**src/rtl/base_rd_arb_pkg.sv**
```systemverilog
// ============================================================================
// Module  : base_rd_arb_pkg
// Purpose : Shared types and helpers for the base_rd_arb read arbiter.
//           - state_t     : response-slot state (EMPTY / FULL)
//           - rr_pick     : round-robin one-hot pick starting at a pointer
//           - onehot2idx  : one-hot vector to binary index
// Ports   : none (package)
// Config  : BASE_RD_ARB_LOCK_EN is consumed by the interface and top, not here.
// Rev     : 1.0  initial release
// ============================================================================
`default_nettype none

package base_rd_arb_pkg;

  // Helpers work on a fixed-width vector; arbiters up to this many ways.
  localparam int MAX_WAYS = 16;

  typedef enum logic {
    ST_EMPTY = 1'b0,
    ST_FULL  = 1'b1
  } state_t;

  // First set bit of req in the circular order ptr, ptr+1, ..., n-1, 0, ...
  // Only the low n bits take part. ptr must be below n.
  function automatic logic [MAX_WAYS-1:0] rr_pick(input logic [MAX_WAYS-1:0] req,
                                                  input logic [3:0]          ptr,
                                                  input int                  n);
    logic [MAX_WAYS-1:0] g;
    logic                found;
    logic [4:0]          pos;
    g     = '0;
    found = 1'b0;
    for (int k = 0; k < MAX_WAYS; k++) begin
      if ((k < n) && !found) begin
        pos = {1'b0, ptr} + 5'(k);
        if (pos >= 5'(n)) pos = pos - 5'(n);
        if (req[pos[3:0]]) begin
          g[pos[3:0]] = 1'b1;
          found       = 1'b1;
        end
      end
    end
    return g;
  endfunction

  function automatic logic [3:0] onehot2idx(input logic [MAX_WAYS-1:0] oh);
    logic [3:0] r;
    r = '0;
    for (int k = 0; k < MAX_WAYS; k++) begin
      if (oh[k]) r = r | 4'(k);
    end
    return r;
  endfunction

endpackage

`default_nettype wire

```
**src/rtl/base_rd_arb_if.sv**
```systemverilog
// ============================================================================
// Module  : base_rd_arb_if
// Purpose : Bundle of requester, SRAM read-port and response-stream signals.
// Ports   : i_v/i_a/i_r   requester valid, address, ready (requester n at bit n,
//                         address bits [n*aw : n*aw+aw-1])
//           sram_re/ra/rd SRAM read enable, address, data (data one cycle later)
//           o_v/o_d/o_id/o_r  response valid, data, owner index, ready
//           i_lock        burst lock (only with BASE_RD_ARB_LOCK_EN)
// Modports: master = arbiter side, slave = requesters + SRAM + consumer.
// Rev     : 1.0  initial release
// ============================================================================
`default_nettype none

interface base_rd_arb_if #(
  parameter int ways = 4,
  parameter int aw   = 8,
  parameter int dw   = 32
);
  localparam int iw = $clog2(ways);

  logic [0:ways-1]    i_v;
  logic [0:ways*aw-1] i_a;
  logic [0:ways-1]    i_r;
  logic               sram_re;
  logic [0:aw-1]      sram_ra;
  logic [0:dw-1]      sram_rd;
  logic               o_v;
  logic [0:dw-1]      o_d;
  logic [0:iw-1]      o_id;
  logic               o_r;
`ifdef BASE_RD_ARB_LOCK_EN
  logic [0:ways-1]    i_lock;
`endif

  modport master (
    input  i_v, i_a, sram_rd, o_r,
`ifdef BASE_RD_ARB_LOCK_EN
    input  i_lock,
`endif
    output i_r, sram_re, sram_ra, o_v, o_d, o_id
  );

  modport slave (
    output i_v, i_a, sram_rd, o_r,
`ifdef BASE_RD_ARB_LOCK_EN
    output i_lock,
`endif
    input  i_r, sram_re, sram_ra, o_v, o_d, o_id
  );

endinterface

`default_nettype wire

```
**src/rtl/base_rd_arb_rr.sv**
```systemverilog
// ============================================================================
// Module  : base_rr_arb
// Purpose : Combinational round-robin arbiter: request vector + pointer ->
//           one-hot grant, binary index of the winner and an any-grant flag.
//           Reusable by other arbiters (2..16 ways).
// Ports   : req   [ways-1:0] in   request vector
//           ptr   [iw-1:0]   in   highest-priority requester this cycle
//           grant [ways-1:0] out  one-hot or zero
//           idx   [iw-1:0]   out  winner index (0 when no grant)
//           any              out  some requester won
// Rev     : 1.0  initial release
// ============================================================================
`default_nettype none

module base_rr_arb
  import base_rd_arb_pkg::*;
#(
  parameter int ways = 4,
  parameter int iw   = $clog2(ways)
) (
  input  logic [ways-1:0] req,
  input  logic [iw-1:0]   ptr,
  output logic [ways-1:0] grant,
  output logic [iw-1:0]   idx,
  output logic            any
);

  logic [MAX_WAYS-1:0] w_req_x;
  logic [MAX_WAYS-1:0] w_gnt_x;
  logic                w_unused;

  assign w_req_x = MAX_WAYS'(req);
  assign w_gnt_x = rr_pick(w_req_x, 4'(ptr), ways);

  assign grant = w_gnt_x[ways-1:0];
  assign idx   = iw'(onehot2idx(w_gnt_x));
  assign any   = |w_gnt_x;

  // Upper bits of the widened grant are always zero for narrow arbiters.
  assign w_unused = ^w_gnt_x;

endmodule

`default_nettype wire

```
**src/rtl/base_rd_arb.sv**
```systemverilog
// ============================================================================
// Module  : base_rd_arb
// Purpose : Round-robin read arbiter sharing one SRAM read port among `ways`
//           valid/ready requesters. One read per cycle; read data returns on
//           a single valid/ready stream tagged with the winner's index. The
//           SRAM output register is the response holding latch, so reads are
//           suppressed while a response is stalled.
// Ports   : clk    in  clock, rising edge
//           reset  in  synchronous, active-low reset
//           bus    base_rd_arb_if.master (requesters, SRAM port, response)
// Config  : BASE_RD_ARB_LOCK_EN adds i_lock burst locking.
// Rev     : 1.0  initial release
// ============================================================================
`default_nettype none

module base_rd_arb
  import base_rd_arb_pkg::*;
#(
  parameter int ways = 4,
  parameter int aw   = 8,
  parameter int dw   = 32
) (
  input  logic           clk,
  input  logic           reset,
  base_rd_arb_if.master  bus
);

  localparam int iw = $clog2(ways);

  state_t             r_state, w_state_nxt;
  logic [iw-1:0]      r_ptr, w_ptr_nxt;
  logic [iw-1:0]      r_oid;
  logic [ways-1:0]    w_v, w_req, w_gnt;
  logic [aw-1:0]      w_addr [ways];
  logic [iw-1:0]      w_idx, w_ptr_inc;
  logic               w_any, w_en, w_xfer;
  logic [dw-1:0]      w_rd;

  // New work is accepted only when the response slot is free or draining.
  assign w_en   = bus.o_r | (r_state == ST_EMPTY);
  // The winner always has i_v set, so a grant with enable is a transfer.
  assign w_xfer = w_any & w_en;

  generate
    for (genvar n = 0; n < ways; n++) begin : g_req
      assign w_v[n]     = bus.i_v[n];
      assign w_addr[n]  = bus.i_a[n*aw +: aw];
      assign bus.i_r[n] = w_gnt[n] & w_en;
    end
  endgenerate

`ifdef BASE_RD_ARB_LOCK_EN
  logic          r_locked, w_locked_nxt;
  logic [iw-1:0] r_lock_id, w_lock_id_nxt;
  logic          w_lk;

  // While a burst is locked only the lock owner may compete.
  assign w_req = r_locked ? (w_v & (ways'(1) << r_lock_id)) : w_v;
  assign w_lk  = bus.i_lock[w_idx];
`else
  assign w_req = w_v;
`endif

  base_rr_arb #(
    .ways (ways),
    .iw   (iw)
  ) u_rr (
    .req   (w_req),
    .ptr   (r_ptr),
    .grant (w_gnt),
    .idx   (w_idx),
    .any   (w_any)
  );

  // Explicit wrap so non-power-of-two arbiters never see an index >= ways.
  assign w_ptr_inc = (w_idx == iw'(ways - 1)) ? '0 : (w_idx + iw'(1));

  assign bus.sram_re = w_xfer;
  assign bus.sram_ra = w_any ? w_addr[w_idx] : '0;
  assign w_rd        = bus.sram_rd;
  assign bus.o_d     = w_rd;
  assign bus.o_v     = (r_state == ST_FULL);
  assign bus.o_id    = r_oid;

  always_comb begin
    w_state_nxt = r_state;
    w_ptr_nxt   = r_ptr;
`ifdef BASE_RD_ARB_LOCK_EN
    w_locked_nxt  = r_locked;
    w_lock_id_nxt = r_lock_id;
`endif
    if (w_xfer) begin
      w_state_nxt = ST_FULL;
    end else if (bus.o_r) begin
      w_state_nxt = ST_EMPTY;
    end

    if (w_xfer) begin
`ifdef BASE_RD_ARB_LOCK_EN
      if (w_lk) begin
        // Locked beats keep the pointer so the burst owner stays first.
        w_locked_nxt  = 1'b1;
        w_lock_id_nxt = w_idx;
      end else begin
        w_locked_nxt = 1'b0;
        w_ptr_nxt    = w_ptr_inc;
      end
`else
      w_ptr_nxt = w_ptr_inc;
`endif
    end
  end

  always_ff @(posedge clk) begin
    if (!reset) begin
      r_state <= ST_EMPTY;
      r_ptr   <= '0;
      r_oid   <= '0;
    end else begin
      r_state <= w_state_nxt;
      r_ptr   <= w_ptr_nxt;
      if (w_xfer) r_oid <= w_idx;
    end
  end

`ifdef BASE_RD_ARB_LOCK_EN
  always_ff @(posedge clk) begin
    if (!reset) begin
      r_locked  <= 1'b0;
      r_lock_id <= '0;
    end else begin
      r_locked  <= w_locked_nxt;
      r_lock_id <= w_lock_id_nxt;
    end
  end
`endif

endmodule

`default_nettype wire

```
**src/flat_wrapper.sv**
```systemverilog
// flat-port wrapper written by rule: the top's interface ports become plain ports
module base_rd_arb_flat import base_rd_arb_pkg::*;
#(
  parameter int ways = 4,
  parameter int aw   = 8,
  parameter int dw   = 32
)
  (clk, reset, bus_i_v, bus_i_a, bus_sram_rd, bus_o_r, bus_i_r, bus_sram_re, bus_sram_ra, bus_o_v, bus_o_d, bus_o_id);
  base_rd_arb_if #(.ways(ways), .aw(aw), .dw(dw)) bus_i ();
  input  logic clk;
  input  logic reset;
  input wire logic [$bits(bus_i.i_v)-1:0] bus_i_v;
  input wire logic [$bits(bus_i.i_a)-1:0] bus_i_a;
  input wire logic [$bits(bus_i.sram_rd)-1:0] bus_sram_rd;
  input wire logic [$bits(bus_i.o_r)-1:0] bus_o_r;
  output wire logic [$bits(bus_i.i_r)-1:0] bus_i_r;
  output wire logic [$bits(bus_i.sram_re)-1:0] bus_sram_re;
  output wire logic [$bits(bus_i.sram_ra)-1:0] bus_sram_ra;
  output wire logic [$bits(bus_i.o_v)-1:0] bus_o_v;
  output wire logic [$bits(bus_i.o_d)-1:0] bus_o_d;
  output wire logic [$bits(bus_i.o_id)-1:0] bus_o_id;
  assign bus_i.i_v = bus_i_v;
  assign bus_i.i_a = bus_i_a;
  assign bus_i.sram_rd = bus_sram_rd;
  assign bus_i.o_r = bus_o_r;
  assign bus_i_r = bus_i.i_r;
  assign bus_sram_re = bus_i.sram_re;
  assign bus_sram_ra = bus_i.sram_ra;
  assign bus_o_v = bus_i.o_v;
  assign bus_o_d = bus_i.o_d;
  assign bus_o_id = bus_i.o_id;
  base_rd_arb #(.ways(ways), .aw(aw), .dw(dw)) u_core (.clk(clk), .reset(reset), .bus(bus_i));
endmodule
```
**config.mk**
```make
export PLATFORM = sky130hd
export DESIGN_NAME = base_rd_arb_flat
export DESIGN_NICKNAME = d
export VERILOG_FILES = /design/src/rtl/base_rd_arb_pkg.sv /design/src/rtl/base_rd_arb_if.sv /design/src/rtl/base_rd_arb_rr.sv /design/src/rtl/base_rd_arb.sv /design/src/flat_wrapper.sv
export SDC_FILE = /design/constraint.sdc
export NUM_CORES = 1
export LEC_CHECK = 0
export ABC_CLOCK_PERIOD_IN_PS = 4270
export CAP_MARGIN = 15
export CORE_MARGIN = 3
export CORE_UTILIZATION = 30
export DETAILED_ROUTE_END_ITERATION = 12
export HOLD_SLACK_MARGIN = 0.15
export PLACE_DENSITY = 0.79
export SLEW_MARGIN = 20
export SYNTH_ARGS = -nofsm -noshare
export SYNTH_HDL_FRONTEND = slang
export SYNTH_SLANG_ARGS = --single-unit
```
**constraint.sdc**
```tcl
create_clock -name clk -period 4.27 [get_ports clk]
set_clock_uncertainty 0.15 [all_clocks]
set_input_delay 0.854 -clock clk [delete_from_list [all_inputs] [get_ports clk]]
set_output_delay 0.854 -clock clk [all_outputs]
set_load 0.01 [all_outputs]
```
==> qor.txt <==
H-tree depth - 1
root buf cell - clkbuf_8
Post-Synthesis Net Count - 224
Compound-Gate Fraction of Synth Area - 22.2%
nets - 278
Worst slew margin - 75.4%
WHS Endpoint - u_core.bus.o_id[0]
CP arrival - 3.01 ns
Post-synth EDFFs - 0
residual DRC count - 0
placed cell areas - 1700 µm²
Avg Cell Area, Syn - 8.49 µm²
Pleak - 0.848 nW
cell count after synthesis - 145
Clock Tree Buf Depth - 2
Crit Path Class - in2out
simple-gate share of the synthesized area - 14.6%
Die Ht - 70.1 µm
GRT met1 Usage - 15.7%
GR Layer Usage met3 - 2.73%
Num CTS Buffers - 3
die footprint - 4910 µm²
CORE AREA - 3800 µm²
clock sinks - 5
fin cells - 246
Achievable Freq - 0.249 GHz
I/O pin count - 119
# hold bufs at CTS - 0
WL/cell - 12.9 µm
Mapped Area - 1230 µm²
Hold Startpoint - u_core.bus.o_id[0]
Worst Hold Depth - 2
status - finished clean
port bufs - 54
Most Crowded Layer GR - met2
Seq/Total Area, Yosys - 8.13%
via count normalized by instance count - 4.77
Std-Cell Rows - 22
total number of vias - 1173
Post-Route Utilization - 49.9%
worst min-delay path class - reg2reg
Starting Density - 32.4%
Worst R2R Path Depth - 13
Antenna Cells - 0
RSZ-0062 raised after global routing - false
Data required, critical path - 3.27 ns
library cells used by synthesis - 42
Yosys warnings - 0
CP startpoint kind - primary input
largest net degree at the start of global routing - 19
Slew Limit Fails - 0
layout cells sized above 1 - 31.8%
total grt overflow - 0
post-synthesis mux area share - 21.4%
Final min period - 4.01 ns
DRT iter0 DRCs - 22
post-route cell area - 1900 µm²
async set-reset flop share out of synthesis - 0%
slew of the pin with the lowest slew margin - 0.368 ns
launching point of the worst reg2reg path - u_core.r_ptr[1]
post-DP HPWL - 2480 µm
Critical Path Fanout Max - 7
largest family of logic cells by synthesized area - buffers and inverters
max-cap violations - 0
final hold violations - 0
drt pass-1 iters - 3
FF+latch count, synth - 5
final wirelength - 3180 µm
cell count after placement - 229
CTS clk-pin slew, worst paths - 0.04 ns
number of global-route vias before repair - 1162
final setup vio count - 0
grt met2 use - 20.8%
Routed Antenna Nets - 0
Syn-to-layout area delta - 54.1%
GRT Total Usage - 12.3%
Synth Area in XOR/XNOR - 0.711%
CTS tree - done
crit path capture type - primary output
fin crit share - 94.0%
worst-skew pair later-pin latency - 0.22 ns
Die X - 70.1 µm
Hold Slack - 0.359 ns
worst IR drop on VDD - 0.000494 V
global-route wire length before repair - 5140 µm
initial antenna violation count - 0
Post-synth top flop - dfxtp_1
RD Place Congestion - 0.872
capturing point of the worst reg2reg path - u_core.r_ptr[1]
pwr/cell area - 923 nW/µm²
adder-cell share of the synthesized area - 8.13%
R2R Setup Slk - 1.31 ns
[critical path: stages]
cell             delay [ns]
dlymetal6s2s_1         0.14
mux2_1                 0.28
and3_1                 0.19
o21ai_2                0.19
nor3b_4                0.08
a211oi_2               0.29
nand2_2                0.14
buf_12                 0.16
o21ai_4                0.23
buf_4                  0.15
o22ai_1                0.07
clkdlybuf4s15_2        0.23
[synth_stat cells, drive strengths merged, types with 3 or more instances]
cell type / instances / share of area (%)
buf: 37 / 23
a21oi: 4 / 1.9
ha: 8 / 8.1
nor2b: 4 / 2.6
mux2i: 21 / 18
o22ai: 9 / 4.6
dfxtp: 5 / 8.1
mux2: 3 / 3.4
inv: 6 / 1.8
a211oi: 3 / 2.6
o21ai: 5 / 3.3
nor2: 16 / 5.1
nand2: 3 / 0.91
[sequential cells by signal, summed over array words and instances (netlist names)]
signal	count
u_core.bus.o_id	2
u_core.r_ptr	2
u_core.bus.o_v	1
[per-stage QoR]
step	worst slack (ns)	setup TNS, ns	power (mW)
after CTS	-0.0850	-0.159	1.61
after global routing	0.102	0	1.89
after floorplan	0.555	0	0.949
final	0.256	0	1.75
after global placement	-0.229	-1.81	1.47
after detailed placement	-0.264	-2.03	1.48
[power by group]
group | internal [mW] | switching [mW] | total (mW)
Combinational | 0.872 | 0.713 | 1.59
Sequential | 0.0673 | 0.00930 | 0.0766
Clock | 0.0641 | 0.0234 | 0.0875
Total | 1.00 | 0.746 | 1.75
[layout make-up]
cell class | instances | area, µm²
Fill cell | 359 | 1900
Multi-Input combinational cell | 97 | 862
Timing Repair Buffer | 86 | 807
Sequential cell | 5 | 100
Tap cell | 48 | 60.1
Clock buffer | 4 | 45.0
Inverter | 6 | 22.5
[cell families after synthesis]
family | after synthesis
flip-flops | 5
XOR/XNOR | 1
AND/OR/NAND/NOR | 32
multiplexers | 24
AO/OA/AOI/OAI | 32
adder cells (fa/ha/maj) | 8
buffers and inverters | 43
[layer usage]
metal  up-vias  wire length [µm]
met5         -                 0
met4         0                54
met3         8               173
met2        39              1600
met1       529              1350
li1        597                 -
[placed cells by master, fill, tap and decap left out, types with 3 or more instances in the layout]
| cell | count |
|---|---|
| clkdlybuf4s50_1 | 41 |
| buf_4 | 27 |
| mux2i_1 | 19 |
| nor2_1 | 14 |
| o22ai_1 | 9 |
| ha_1 | 8 |
| inv_1 | 6 |
| buf_2 | 5 |
| dfxtp_1 | 5 |
| dlymetal6s2s_1 | 4 |
| nor2b_1 | 3 |
| o21ai_0 | 3 |
| a21oi_1 | 3 |
| clkbuf_8 | 3 |
| buf_6 | 3 |
[repair_timing]
| action | CTS | global route |
|---|---|---|
| setup endpoints to repair | 9 | 11 |
| setup buffers | 6 | 6 |
| gates cloned | 0 | 1 |
| resized for setup | 30 | 12 |
| pin swaps | 3 | 6 |
[worst max path at each step]
| stage | start | end | slack [ns] | cells past startpoint |
|---|---|---|---|---|
| 3_5_place_dp | bus_i_v[1] | bus_sram_ra[5] | -0.26 | 11 |
| 2_1_floorplan | u_core.r_ptr[1] | bus_sram_ra[0] | 0.55 | 12 |
| 6_report | bus_i_v[3] | bus_sram_ra[4] | 0.26 | 12 |
| 4_1_cts | bus_i_v[3] | bus_sram_ra[5] | -0.09 | 12 |
| 3_3_place_gp | bus_i_v[3] | bus_sram_ra[0] | -0.23 | 11 |
| 5_1_grt | u_core.r_ptr[1] | bus_sram_ra[4] | 0.10 | 13 |
No activity file was read; power rests on OpenSTA's default activity.
